File: src/rtl/button_debounce_pkg.sv
// button_debounce_pkg: board clock constants and counter sizing shared by fabric-only blocks
package button_debounce_pkg;

    localparam int CLK_HZ        = 125_000_000;
    localparam int DEBOUNCE_10MS = CLK_HZ / 100;
    localparam int LONG_1S       = CLK_HZ;

    // Width of a counter that must be able to hold the value max_val
    function automatic int cnt_width(input int max_val);
        return $clog2(max_val + 1);
    endfunction

endpackage

File: src/rtl/button_debounce_if.sv
// button_debounce_if: raw button pins in, debounced level and event pulses out
interface button_debounce_if #(
    parameter int NUM_BTN = 4
);

    logic [NUM_BTN-1:0] btn_in;
    logic [NUM_BTN-1:0] btn_level;
    logic [NUM_BTN-1:0] btn_press;
    logic [NUM_BTN-1:0] btn_release;
    logic [NUM_BTN-1:0] btn_long;

    modport master (
        output btn_in,
        input  btn_level,
        input  btn_press,
        input  btn_release,
        input  btn_long
    );

    modport slave (
        input  btn_in,
        output btn_level,
        output btn_press,
        output btn_release,
        output btn_long
    );

endinterface

File: src/rtl/button_debounce_channel.sv
// button_debounce_channel: one button bit -- synchroniser, debounce counter, long-press timer
module button_debounce_channel
    import button_debounce_pkg::*;
#(
    parameter int DEBOUNCE_CYCLES = DEBOUNCE_10MS,
    parameter int LONG_CYCLES     = LONG_1S
) (
    input  logic clk,
    input  logic rst,
    input  logic i_btn,
    output logic o_level,
    output logic o_press,
    output logic o_release,
    output logic o_long
);

    localparam int DW = cnt_width(DEBOUNCE_CYCLES);
    localparam int HW = cnt_width(LONG_CYCLES);
    localparam logic [DW-1:0] DB_LAST  = DW'(DEBOUNCE_CYCLES - 1);
    localparam logic [HW-1:0] HOLD_MAX = HW'(LONG_CYCLES);

    logic          r_sync1;
    logic          r_sync2;
    logic          r_level;
    logic          r_press;
    logic          r_release;
    logic          r_long;
    logic [DW-1:0] r_db_cnt;
    logic [HW-1:0] r_hold_cnt;
    logic          w_differ;
    logic          w_accept;

    assign w_differ = r_sync2 != r_level;
    assign w_accept = w_differ && (r_db_cnt == DB_LAST);

    // Two-flop synchroniser; only r_sync2 is trusted downstream
    always_ff @(posedge clk) begin
        if (rst) begin
            r_sync1 <= 1'b0;
            r_sync2 <= 1'b0;
        end else begin
            r_sync1 <= i_btn;
            r_sync2 <= r_sync1;
        end
    end

    // Accept a new level after DEBOUNCE_CYCLES consecutive differing samples; any agreeing sample restarts the run
    always_ff @(posedge clk) begin
        if (rst) begin
            r_db_cnt  <= '0;
            r_level   <= 1'b0;
            r_press   <= 1'b0;
            r_release <= 1'b0;
        end else begin
            r_db_cnt  <= (w_differ && !w_accept) ? r_db_cnt + 1'b1 : '0;
            r_level   <= w_accept ? r_sync2 : r_level;
            r_press   <= w_accept && r_sync2;
            r_release <= w_accept && !r_sync2;
        end
    end

    // Count accepted-high cycles, saturating so the long pulse fires once per hold
    always_ff @(posedge clk) begin
        if (rst) begin
            r_hold_cnt <= '0;
            r_long     <= 1'b0;
        end else begin
            r_hold_cnt <= !r_level ? '0 : (r_hold_cnt == HOLD_MAX) ? r_hold_cnt : r_hold_cnt + 1'b1;
            r_long     <= r_level && (r_hold_cnt == HOLD_MAX - 1'b1);
        end
    end

    assign o_level   = r_level;
    assign o_press   = r_press;
    assign o_release = r_release;
    assign o_long    = r_long;

endmodule

File: src/rtl/button_debounce.sv
// button_debounce: NUM_BTN independent debounced button channels with press/release/long pulses
module button_debounce
    import button_debounce_pkg::*;
#(
    parameter int NUM_BTN         = 4,
    parameter int DEBOUNCE_CYCLES = DEBOUNCE_10MS,
    parameter int LONG_CYCLES     = LONG_1S
) (
    input logic                clk,
    input logic                rst,
    button_debounce_if.slave   bus
);

    logic [NUM_BTN-1:0] w_level;
    logic [NUM_BTN-1:0] w_press;
    logic [NUM_BTN-1:0] w_release;
    logic [NUM_BTN-1:0] w_long;

    genvar i;
    for (i = 0; i < NUM_BTN; i++) begin : g_ch
        button_debounce_channel #(
            .DEBOUNCE_CYCLES (DEBOUNCE_CYCLES),
            .LONG_CYCLES     (LONG_CYCLES)
        ) u_ch (
            .clk       (clk),
            .rst       (rst),
            .i_btn     (bus.btn_in[i]),
            .o_level   (w_level[i]),
            .o_press   (w_press[i]),
            .o_release (w_release[i]),
            .o_long    (w_long[i])
        );
    end

    assign bus.btn_level   = w_level;
    assign bus.btn_press   = w_press;
    assign bus.btn_release = w_release;
    assign bus.btn_long    = w_long;

endmodule
File: src/flat_wrapper.sv
// flat-port wrapper written by rule: the top's interface ports become plain ports
module button_debounce_flat import button_debounce_pkg::*;
#(
    parameter int NUM_BTN         = 4,
    parameter int DEBOUNCE_CYCLES = DEBOUNCE_10MS,
    parameter int LONG_CYCLES     = LONG_1S
)
  (clk, rst, bus_btn_in, bus_btn_level, bus_btn_press, bus_btn_release, bus_btn_long);
  button_debounce_if #(.NUM_BTN(NUM_BTN)) bus_i ();
  input logic clk;
  input logic rst;
  input wire logic [$bits(bus_i.btn_in)-1:0] bus_btn_in;
  output wire logic [$bits(bus_i.btn_level)-1:0] bus_btn_level;
  output wire logic [$bits(bus_i.btn_press)-1:0] bus_btn_press;
  output wire logic [$bits(bus_i.btn_release)-1:0] bus_btn_release;
  output wire logic [$bits(bus_i.btn_long)-1:0] bus_btn_long;
  assign bus_i.btn_in = bus_btn_in;
  assign bus_btn_level = bus_i.btn_level;
  assign bus_btn_press = bus_i.btn_press;
  assign bus_btn_release = bus_i.btn_release;
  assign bus_btn_long = bus_i.btn_long;
  button_debounce #(.NUM_BTN(NUM_BTN), .DEBOUNCE_CYCLES(DEBOUNCE_CYCLES), .LONG_CYCLES(LONG_CYCLES)) u_core (.clk(clk), .rst(rst), .bus(bus_i));
endmodule
File: config.mk
export PLATFORM = sky130hd
export DESIGN_NAME = button_debounce_flat
export DESIGN_NICKNAME = d
export VERILOG_FILES = /design/src/rtl/button_debounce_pkg.sv /design/src/rtl/button_debounce_if.sv /design/src/rtl/button_debounce_channel.sv /design/src/rtl/button_debounce.sv /design/src/flat_wrapper.sv
export SDC_FILE = /design/constraint.sdc
export NUM_CORES = 1
export LEC_CHECK = 0
export ABC_AREA = 1
export CELL_PAD_IN_SITES_DETAIL_PLACEMENT = 0
export CELL_PAD_IN_SITES_GLOBAL_PLACEMENT = 2
export CORE_MARGIN = 10
export CORE_UTILIZATION = 35
export DETAILED_ROUTE_END_ITERATION = 7
export DONT_BUFFER_PORTS = 1
export MAX_ROUTING_LAYER = met4
export PLACE_DENSITY_LB_ADDON = 0.1
export SLEW_MARGIN = 20
export SYNTH_ARGS = -nofsm -noshare
export SYNTH_HDL_FRONTEND = slang
export SYNTH_HIERARCHICAL = 1
export SYNTH_SLANG_ARGS = --single-unit
File: constraint.sdc
create_clock -name clk -period 1.8 [get_ports clk]
set_input_delay 0.36 -clock clk [delete_from_list [all_inputs] [get_ports clk]]
set_output_delay 0.36 -clock clk [all_outputs]
set_load 0.03 [all_outputs]
# == Word-level counts from Yosys, hierarchy flattened ==
# Index checks and enable logic that the tools add are counted.
# word_totals
mem_bits_rw,0
ff_bits,216
romBits,0
latchBits,0
mem_count,0
word_cells,100
# classes
shift,0
n_reduce_logical,36
n_mul,0
order_cmp,0
n_mux,0
n_eq_ne,16
bitwise,8
div,0
add_sub_neg,8
# ops
op,n
"27-bit == test, second input constant",8
"27-bit by 1-bit adder with 27-bit output, second input constant",4
"21-bit by 1-bit adder with 21-bit output, second input constant",4
"21-bit == test, second input constant",4
1-bit logical AND,20
2-bit OR reduction,8
1-bit zero test,8
1-bit NOT,8
1-bit inequality test,4

# == Logic depth before layout (Yosys ltp) ==
# Gate-level depths: netlist of run 1.
# logic_depth
ltp_word,6
mapped_depth,9

# == Hierarchy ==
# Netlist of run 1, hierarchy kept.
# by_module_without_submodules
module,area_each_um2,cells_each,n_inst,seq_area_each_um2
button_debounce_channel,2819.0,445,4,1081.0

# == Least setup slack after synthesis of run 1 ==
# Ideal clock, no wire load.
# synth_path
kind,reg2reg
startpoint,register u_core.g_ch[0].u_ch.r_level
endpoint,register u_core.g_ch[0].u_ch.r_hold_cnt[16]
path_stages_with_launch,8
synth_period_minus_slack_ns,1.371
path_slack_ns,0.429
n_path_buf,2
setup_time_ns,0.070
arrival_ns,1.301
cell_sequence,dfxtp_1 > inv_1 > or2_1 > buf_2 > inv_2 > buf_4 > o21ai_0 > a21oi_1
# synth_between
elab_chain_len,2
# synth_rtl
element,line_no,rtl
start: declaration,button_debounce_channel.sv:24,logic r_level;
start signal: assignment,button_debounce_channel.sv:56,r_level <= w_accept ? r_sync2 : r_level;
1-bit NOT (no source line),--,
2-bit OR reduction (no source line),--,
end signal: assignment,button_debounce_channel.sv:68,r_hold_cnt <= !r_level ? '0 : (r_hold_cnt == HOLD_MAX) ? r_hold_cnt : r_hold_cnt + 1'b1;
end: declaration,button_debounce_channel.sv:29,logic [HW-1:0] r_hold_cnt;
# Every way passes these cells.
# A chain may end at the register's enable or synchronous reset.

# == Final worst setup path of run 1 ==
# layout_path
startpoint,register u_core.g_ch[3].u_ch.r_db_cnt[0]
endpoint,register u_core.g_ch[3].u_ch.r_db_cnt[6]
# layout_between
elab_chain_len,6
# layout_rtl
element,line_no,rtl
start: declaration,button_debounce_channel.sv:28,logic [DW-1:0] r_db_cnt;
start signal: assignment,button_debounce_channel.sv:55,r_db_cnt <= (w_differ && !w_accept) ? r_db_cnt + 1'b1 : '0;
branches (longest 6 deep; another with 21-bit by 1-bit adder with 21-bit output),--,
# Parallel ways; which one is timed is not known.

==> flow_summary_export.csv, run 1 <==
group,metric,value,unit
setup_path,path_max_fanout,21,
synth,synth_top_cell_by_area,"dfxtp_1",
global_routing,antenna_found_initial,0,
synth,synth.area.top_cells,"dfxtp_1, nand2_1, nor2_1, inv_1, nand3_1",
layout,final_area,0.0126,mm^2
synth,synthCells,1780,
synth,yosysWarnings,6,
synth,synth_nets,1798,
timing,period_share,0.880,
clocking,clock_latency,530,ps
floorplan,die_w,199,um
power,seqPwrFrac,0.485,
place,io_buffer_count,0,
clocking,cts-hold-fix-buffers,5,
global_routing,grt_pass1_wl,47200,um
timing,slew_headroom,0.552,
timing,finalHoldViolCount,0,
floorplan,dieArea,0.0398,mm^2
layout,final_common_cell,"nand2_1",
timing,fin_tns_setup,0,ps
floorplan,pin_count,22,
power,p_clk_frac,0.509,
timing,finalCriticalPeriod,1580,ps
clocking,cts_buffers,27,
global_routing,grt_max_degree,25,
synth,synth_top_area_share,0.383,
power,irDropWorstVdd,0.000671,V
power,cellLeakagePower,3.64,nW
floorplan,fp.dieH,199,um
timing,setup_violations,0,
drt,vias,10200,
status,outcome,"completed",
synth,postSynthRegisterBits,216,
synth,syn_avg_cell_area,6.33,um^2
layout,fillers,3415,
layout,most-common-layout-cells,"nand2_1, nor2_1, dfxtp_1, inv_1, nand3_1",
drt,drt-total-wl,27900,um
layout,drive_gt1_frac,0.0554,
power,p_sw,2.16,mW
place,dp_cells,2171,
clocking,ctsLongestPathBuffers,3,
clocking,cts_tree,"built",
timing,whs,41.4,ps
layout,syn2layout_area_growth,11.9,%
setup_path,r2r_end,"u_core/g_ch[3].u_ch/r_db_cnt[6]$_SDFF_PP0_",
drt,drt_pass1_iterations,5,
drt,drtIter0Drc,420,
drt,wl_per_cell,12.5,um
timing,worst_slack,215,ps
setup_path,r2r_start,"u_core/g_ch[3].u_ch/r_db_cnt[0]$_SDFF_PP0_",
floorplan,initial_core_util,0.356,
drt,viasPerCell,4.59,
setup_path,start_kind,"register",
synth,syn_area,0.0113,mm^2
timing,worstMarginPinSlew,669,ps
place,dpl_cell_area,0.0118,mm^2
power,combPwrFrac,0.006,
layout,instances_no_fill,2226,
synth,ys_seq_area_frac,0.383,
global_routing,gr-usage-all-layers,0.145,
timing,fin_skew,8.48,ps
synth,synthDistinctLibCells,25,
hold_path,hold_class,"input pin to register",
clocking,cts-root-buf,"clkbuf_16",
job,drv_cap,0,
clocking,cts_setup_buffers,0,
power,internal-power,7.74,mW
setup_path,r2r_setup_slack,220,ps
setup_path,path_class,"register to register",
clocking,cts.sinks,216,
setup_path,reg2reg_depth,7,
layout,fin_nets,1821,
drt,antenna_left,0,
timing,maxSlewViolCount,0,
drt,drc,0,
place,hpwl,20600,um
setup_path,crit_path_end_kind,"register",
clocking,cts-htree-levels,1,
timing,fmax,631,MHz
place,pre_cts_slack,224,ps
setup_path,crit_start,"u_core/g_ch[3].u_ch/r_db_cnt[0]$_SDFF_PP0_",
floorplan,core,0.0316,mm^2
setup_path,cp-endpoint,"u_core/g_ch[3].u_ch/r_db_cnt[6]$_SDFF_PP0_",
power,netSwitchingFraction,0.218,
setup_path,required,2220,ps
floorplan,num_rows,65,
power,p_per_area,784,mW/mm^2
clocking,clk_pin_slew_worst_paths,60,ps
global_routing,gr-total-overflow,0,
clocking,post_cts_resize_count,0,
place,routabilityCongestion,0.800,
timing,rsz0062_at_grt,"false",
setup_path,arrival,2000,ps
global_routing,grt_pass1_vias,9576,
[through the flow]
stage                     total power, mW   util
after global routing                 10.3  0.399
after global placement               4.95  0.372
after detailed placement             4.95  0.372
after CTS                            10.1  0.399
final                                9.90  0.399
after floorplan                      4.93      -
[worst min-delay path by stage]
| stage | start | to | slack, ps | cells past startpoint |
|---|---|---|---|---|
| after floorplan | u_core/g_ch[0].u_ch/r_sync1$_SDFF_PP0_ | u_core/g_ch[0].u_ch/r_sync2$_SDFF_PP0_ | 390 | 2 |
| after global placement | u_core/g_ch[1].u_ch/r_sync1$_SDFF_PP0_ | u_core/g_ch[1].u_ch/r_sync2$_SDFF_PP0_ | 400 | 2 |
| after detailed placement | u_core/g_ch[3].u_ch/r_sync1$_SDFF_PP0_ | u_core/g_ch[3].u_ch/r_sync2$_SDFF_PP0_ | 400 | 2 |
| after CTS | rst | u_core/g_ch[1].u_ch/o_press$_SDFF_PP0_ | 10 | 3 |
| after global routing | rst | u_core/g_ch[2].u_ch/o_press$_SDFF_PP0_ | 30 | 3 |
| final | rst | u_core/g_ch[1].u_ch/o_press$_SDFF_PP0_ | 40 | 3 |
[cell usage after synthesis]
cell type    n
nand2_1    472
nor2_1     440
dfxtp_1    216
inv_1      176
nand3_1    112
a21oi_1    108
xnor2_1     32
o21ai_1     28
nand4_1     24
o21ai_0     24
nor2_2      20
buf_4       16
nor3_1      16
and2_1      12
ha_1        12
nand3b_1    12
buf_2        8
inv_2        8
nand3_2      8
nor3_2       8
nor3b_1      8
xor2_1       8
or2_0        4
or2_1        4
or2_2        4
[worst max-delay path: stages, from the launching register on]
cell     delay (ps)
dfxtp_1         410
ha_1            230
nand3_2         190
nor2_2          200
nand3_1          90
nand2_1         110
buf_12          160
nor2_1           60
[power by group through the flow]
stage / Clock [mW] / Sequential, mW / Combinational, mW
floorplan: 0 / 4.90 / 0.0318
global placement: 0 / 4.91 / 0.0434
detailed placement: 0 / 4.91 / 0.0438
CTS: 5.27 / 4.80 / 0.0592
global route: 5.46 / 4.80 / 0.0646
finish: 5.04 / 4.80 / 0.0572
[cell type report]
type / instances / area [um^2] / area share
multi-input cells: 1356 / 6100 / 0.483
diodes: 1 / 2.50 / 0.000198
well taps: 402 / 503 / 0.0399
inverters: 184 / 691 / 0.0547
repair buffers: 18 / 185 / 0.0147
clock inverters: 9 / 50.0 / 0.00397
clock buffers: 40 / 764 / 0.0606
flip-flops and latches: 216 / 4320 / 0.343
[state kept, by name, indices dropped and copies added, names as in the netlist]
register / flops
u_core/g_ch.u_ch/r_sync2: 4
u_core/g_ch.u_ch/o_long: 4
u_core/g_ch.u_ch/o_release: 4
u_core/g_ch.u_ch/r_db_cnt: 84
u_core/g_ch.u_ch/r_hold_cnt: 108
u_core/g_ch.u_ch/r_sync1: 4
u_core/g_ch.u_ch/o_level: 4
u_core/g_ch.u_ch/o_press: 4
[cell families (layout without fill, tap and decap cells)]
group,count (synthesis),in the layout,share of synthesized area
flops,216,216,0.383
other cells,0,1,0
fa+ha+maj,12,12,0.0133
simple gates,1144,1144,0.426
compound gates,160,160,0.0710
xor+xnor,40,40,0.0311
buf+inv,208,251,0.0755
[routing by layer]
metal  wire (um)  global-route usage
met1       13800               0.187
met2       12800               0.237
met3         912              0.0222
met4         416              0.0311
met5           0                   -
Note: power is estimated with default switching activity, not from simulation.
==> run 2, diff against run 1 <==
--- a/config.mk
+++ b/config.mk
@@ -5,11 +5,10 @@
 export SDC_FILE = /design/constraint.sdc
 export NUM_CORES = 1
 export LEC_CHECK = 0
-export ABC_AREA = 1
 export CELL_PAD_IN_SITES_DETAIL_PLACEMENT = 0
 export CELL_PAD_IN_SITES_GLOBAL_PLACEMENT = 2
 export CORE_MARGIN = 10
-export CORE_UTILIZATION = 35
+export CORE_UTILIZATION = 40
 export DETAILED_ROUTE_END_ITERATION = 7
 export DONT_BUFFER_PORTS = 1
 export MAX_ROUTING_LAYER = met4
==> flow_summary_export.csv, run 2 <==
group,metric,value,unit
status,outcome,"finished, violations left",
status,violations,"negative setup slack",
clocking,cts-htree-levels,1,
clocking,cts_tree,"built",
floorplan,core,0.0252,mm^2
synth,synthMuxAreaShare,0,
layout,drive_gt1_frac,0.245,
layout,most-common-layout-cells,"dfxtp_1, buf_4, nor2_1, a21oi_1, nand4_1",
power,p_clk_frac,0.516,
timing,slew_headroom,0.386,
floorplan,pin_count,22,
power,p_per_area,758,mW/mm^2
synth,synthMostInstantiatedCell,"dfxtp_1",
setup_path,path_max_fanout,20,
layout,postLayoutCoreUtil,0.528,
layout,fillers,2381,
setup_path,arrival,2250,ps
power,internal-power,8.04,mW
synth,synth_top_cell_by_area,"dfxtp_1",
synth,async_reset_ff_frac,0,
synth,synth_nets,1194,
power,p_sw,2.03,mW
place,routabilityCongestion,0.793,
power,p_total,10.1,mW
drt,drc,0,
synth,synth_commonest_cells,"dfxtp_1, nor2_1, a21oi_1",
floorplan,dieArea,0.0324,mm^2
drt,vias,9239,
floorplan,die_w,180,um
timing,finalHoldViolCount,0,
place,hpwl,16600,um
drt,drt_pass1_iterations,4,
timing,worst_slack,-44.4,ps
power,seqPwrFrac,0.476,
synth,synth_top_family_by_area,"simple AND/OR/NAND/NOR gates",
timing,setup_violations,73,
drt,drt-total-wl,24700,um
timing,maxSlewViolCount,0,
global_routing,gr-total-overflow,0,
layout,reg_top3,"u_core/g_ch.u_ch/r_hold_cnt x108, u_core/g_ch.u_ch/r_db_cnt x84",
layout,n_antenna_cell,0,
synth,synthSimpleGateAreaFrac,0.324,
timing,rsz0062_at_grt,"true",
timing,whs,32.4,ps
floorplan,initial_core_util,0.406,
global_routing,gr-usage-all-layers,0.146,
synth,synth_top_area_share,0.423,
drt,antenna_left,0,
clocking,cts-root-buf,"clkbuf_16",
timing,finalCriticalPeriod,1840,ps
setup_path,start_kind,"register",
power,cellLeakagePower,4.45,nW
clocking,clk_pin_slew_worst_paths,60,ps
global_routing,grt_pass1_wl,41000,um
clocking,ctsLongestPathBuffers,3,
synth,synthDistinctLibCells,40,
synth,ys_seq_area_frac,0.423,
global_routing,antenna_found_initial,0,
hold_path,hold_class,"input pin to register",
timing,fmax,542,MHz
synth,syn_avg_cell_area,8.70,um^2
layout,largest_register,"u_core/g_ch.u_ch/r_hold_cnt",
drt,drtIter0Drc,417,
floorplan,num_rows,58,
power,irDropWorstVdd,0.000549,V
synth,synth-main-ff-cell,"dfxtp_1",
clocking,clock_latency,520,ps
synth,synth-xor-area-share,0.0719,
drt,viasPerCell,5.42,
synth,synth.area.top_cells,"dfxtp_1, xor2_1, a21oi_1, nand4_1, o31ai_1",
synth,synth-edff-count,0,
layout,syn2layout_area_growth,29.9,%
timing,fin_skew,8.57,ps
drt,wl_per_cell,14.5,um
clocking,cts_buffers,25,
setup_path,path_class,"register to register",
timing,period_share,1.02,
setup_path,crit_path_end_kind,"register",
global_routing,grt_pass1_vias,8585,
synth,synth-compound-area-share,0.128,
setup_path,required,2200,ps
layout,instances_no_fill,1706,
power,netSwitchingFraction,0.202,
timing,worstMarginPinSlew,918,ps
synth,syn_area,0.0102,mm^2
synth,postSynthRegisterBits,216,
layout,largest_reg_flops,108,
power,combPwrFrac,0.008,
synth,synthCells,1176,
layout,fin_nets,1378,
place,io_buffer_count,0,
layout,final_common_cell,"dfxtp_1",
global_routing,grt_max_degree,28,
clocking,cts.sinks,216,
place,dp_cells,1648,
synth,synth_fa_ha_area_frac,0.0147,
floorplan,fp.dieH,180,um
synth,yosysWarnings,6,
job,drv_cap,0,
run 2: cell families (layout without fill, tap and decap cells):
kind of cell | Yosys count | count (layout)
AND/OR/NAND/NOR | 568 | 568
AO/OA/AOI/OAI | 216 | 216
flip-flops | 216 | 216
XOR/XNOR | 84 | 84
buffers and inverters | 80 | 280
adder cells (fa/ha/maj) | 12 | 12
run 2: worst paths after layout:
path / start / endpoint / slack (ps) / cells past startpoint
worst max-delay path: u_core/g_ch[2].u_ch/r_db_cnt[14]$_SDFF_PP0_ / u_core/g_ch[2].u_ch/r_db_cnt[9]$_SDFF_PP0_ / -40 / 5
worst min-delay path: rst / u_core/g_ch[2].u_ch/o_press$_SDFF_PP0_ / 30 / 2
worst max register to register: u_core/g_ch[2].u_ch/r_db_cnt[14]$_SDFF_PP0_ / u_core/g_ch[2].u_ch/r_db_cnt[9]$_SDFF_PP0_ / -40 / 5
worst min register to register: u_core/g_ch[2].u_ch/r_sync1$_SDFF_PP0_ / u_core/g_ch[2].u_ch/r_sync2$_SDFF_PP0_ / 440 / 1
run 2: timing repair:
| item | CTS | global route |
|---|---|---|
| gates resized for setup | 13 | 89 |
| endpoints found under the hold margin | 15 | 0 |
| hold buffers | 5 | 0 |
| setup endpoints to repair | 93 | 118 |
| pin swaps | 6 | 22 |
| cloned | 0 | 2 |
| setup buffers | 1 | 7 |
run 2: area by class of cell:
class	count	area, um^2	area share
tap	330	413	0.0311
clock buffer	38	734	0.0553
sequential	216	4350	0.327
clock inverter	5	100	0.00753
inverter	28	105	0.00791
timing repair buffer	209	1720	0.129
multi-input combinational	880	5870	0.442
run 2: stage by stage:
step           instance area (um^2)  worst slack (ps)  setup TNS, ps
2_1_floorplan                 10300              6.99              0
3_3_place_gp                  11900             -62.9           -153
3_5_place_dp                  11900             -37.0          -1320
4_1_cts                       12800             -51.1          -2400
5_1_grt                       13300              -102          -6890
6_report                      13300             -44.4          -1890
run 2: critical path, stage by stage (launching register included):
cell and delay (ps):
dfxtp_2 320, or4b_1 520, or4_4 470, o21ai_4 190
buf_12 170, nor2_1 60
run 2: power groups by stage:
| stage | sequential, mW | combinational, mW | clock [mW] |
|---|---|---|---|
| after global routing | 4.80 | 0.0863 | 5.54 |
| after CTS | 4.80 | 0.0759 | 5.35 |
| final | 4.80 | 0.0787 | 5.20 |
| after detailed placement | 4.90 | 0.0574 | 0 |
| after global placement | 4.90 | 0.0570 | 0 |
| after floorplan | 4.90 | 0.0425 | 0 |
run 2: metal layers:
metal / GRT usage / vias to the layer above / part of all wire
li1: - / 4760 / -
met1: 0.193 / 4375 / 0.50
met2: 0.230 / 71 / 0.46
met3: 0.0197 / 33 / 0.025
met4: 0.0380 / 0 / 0.017
met5: - / - / 0
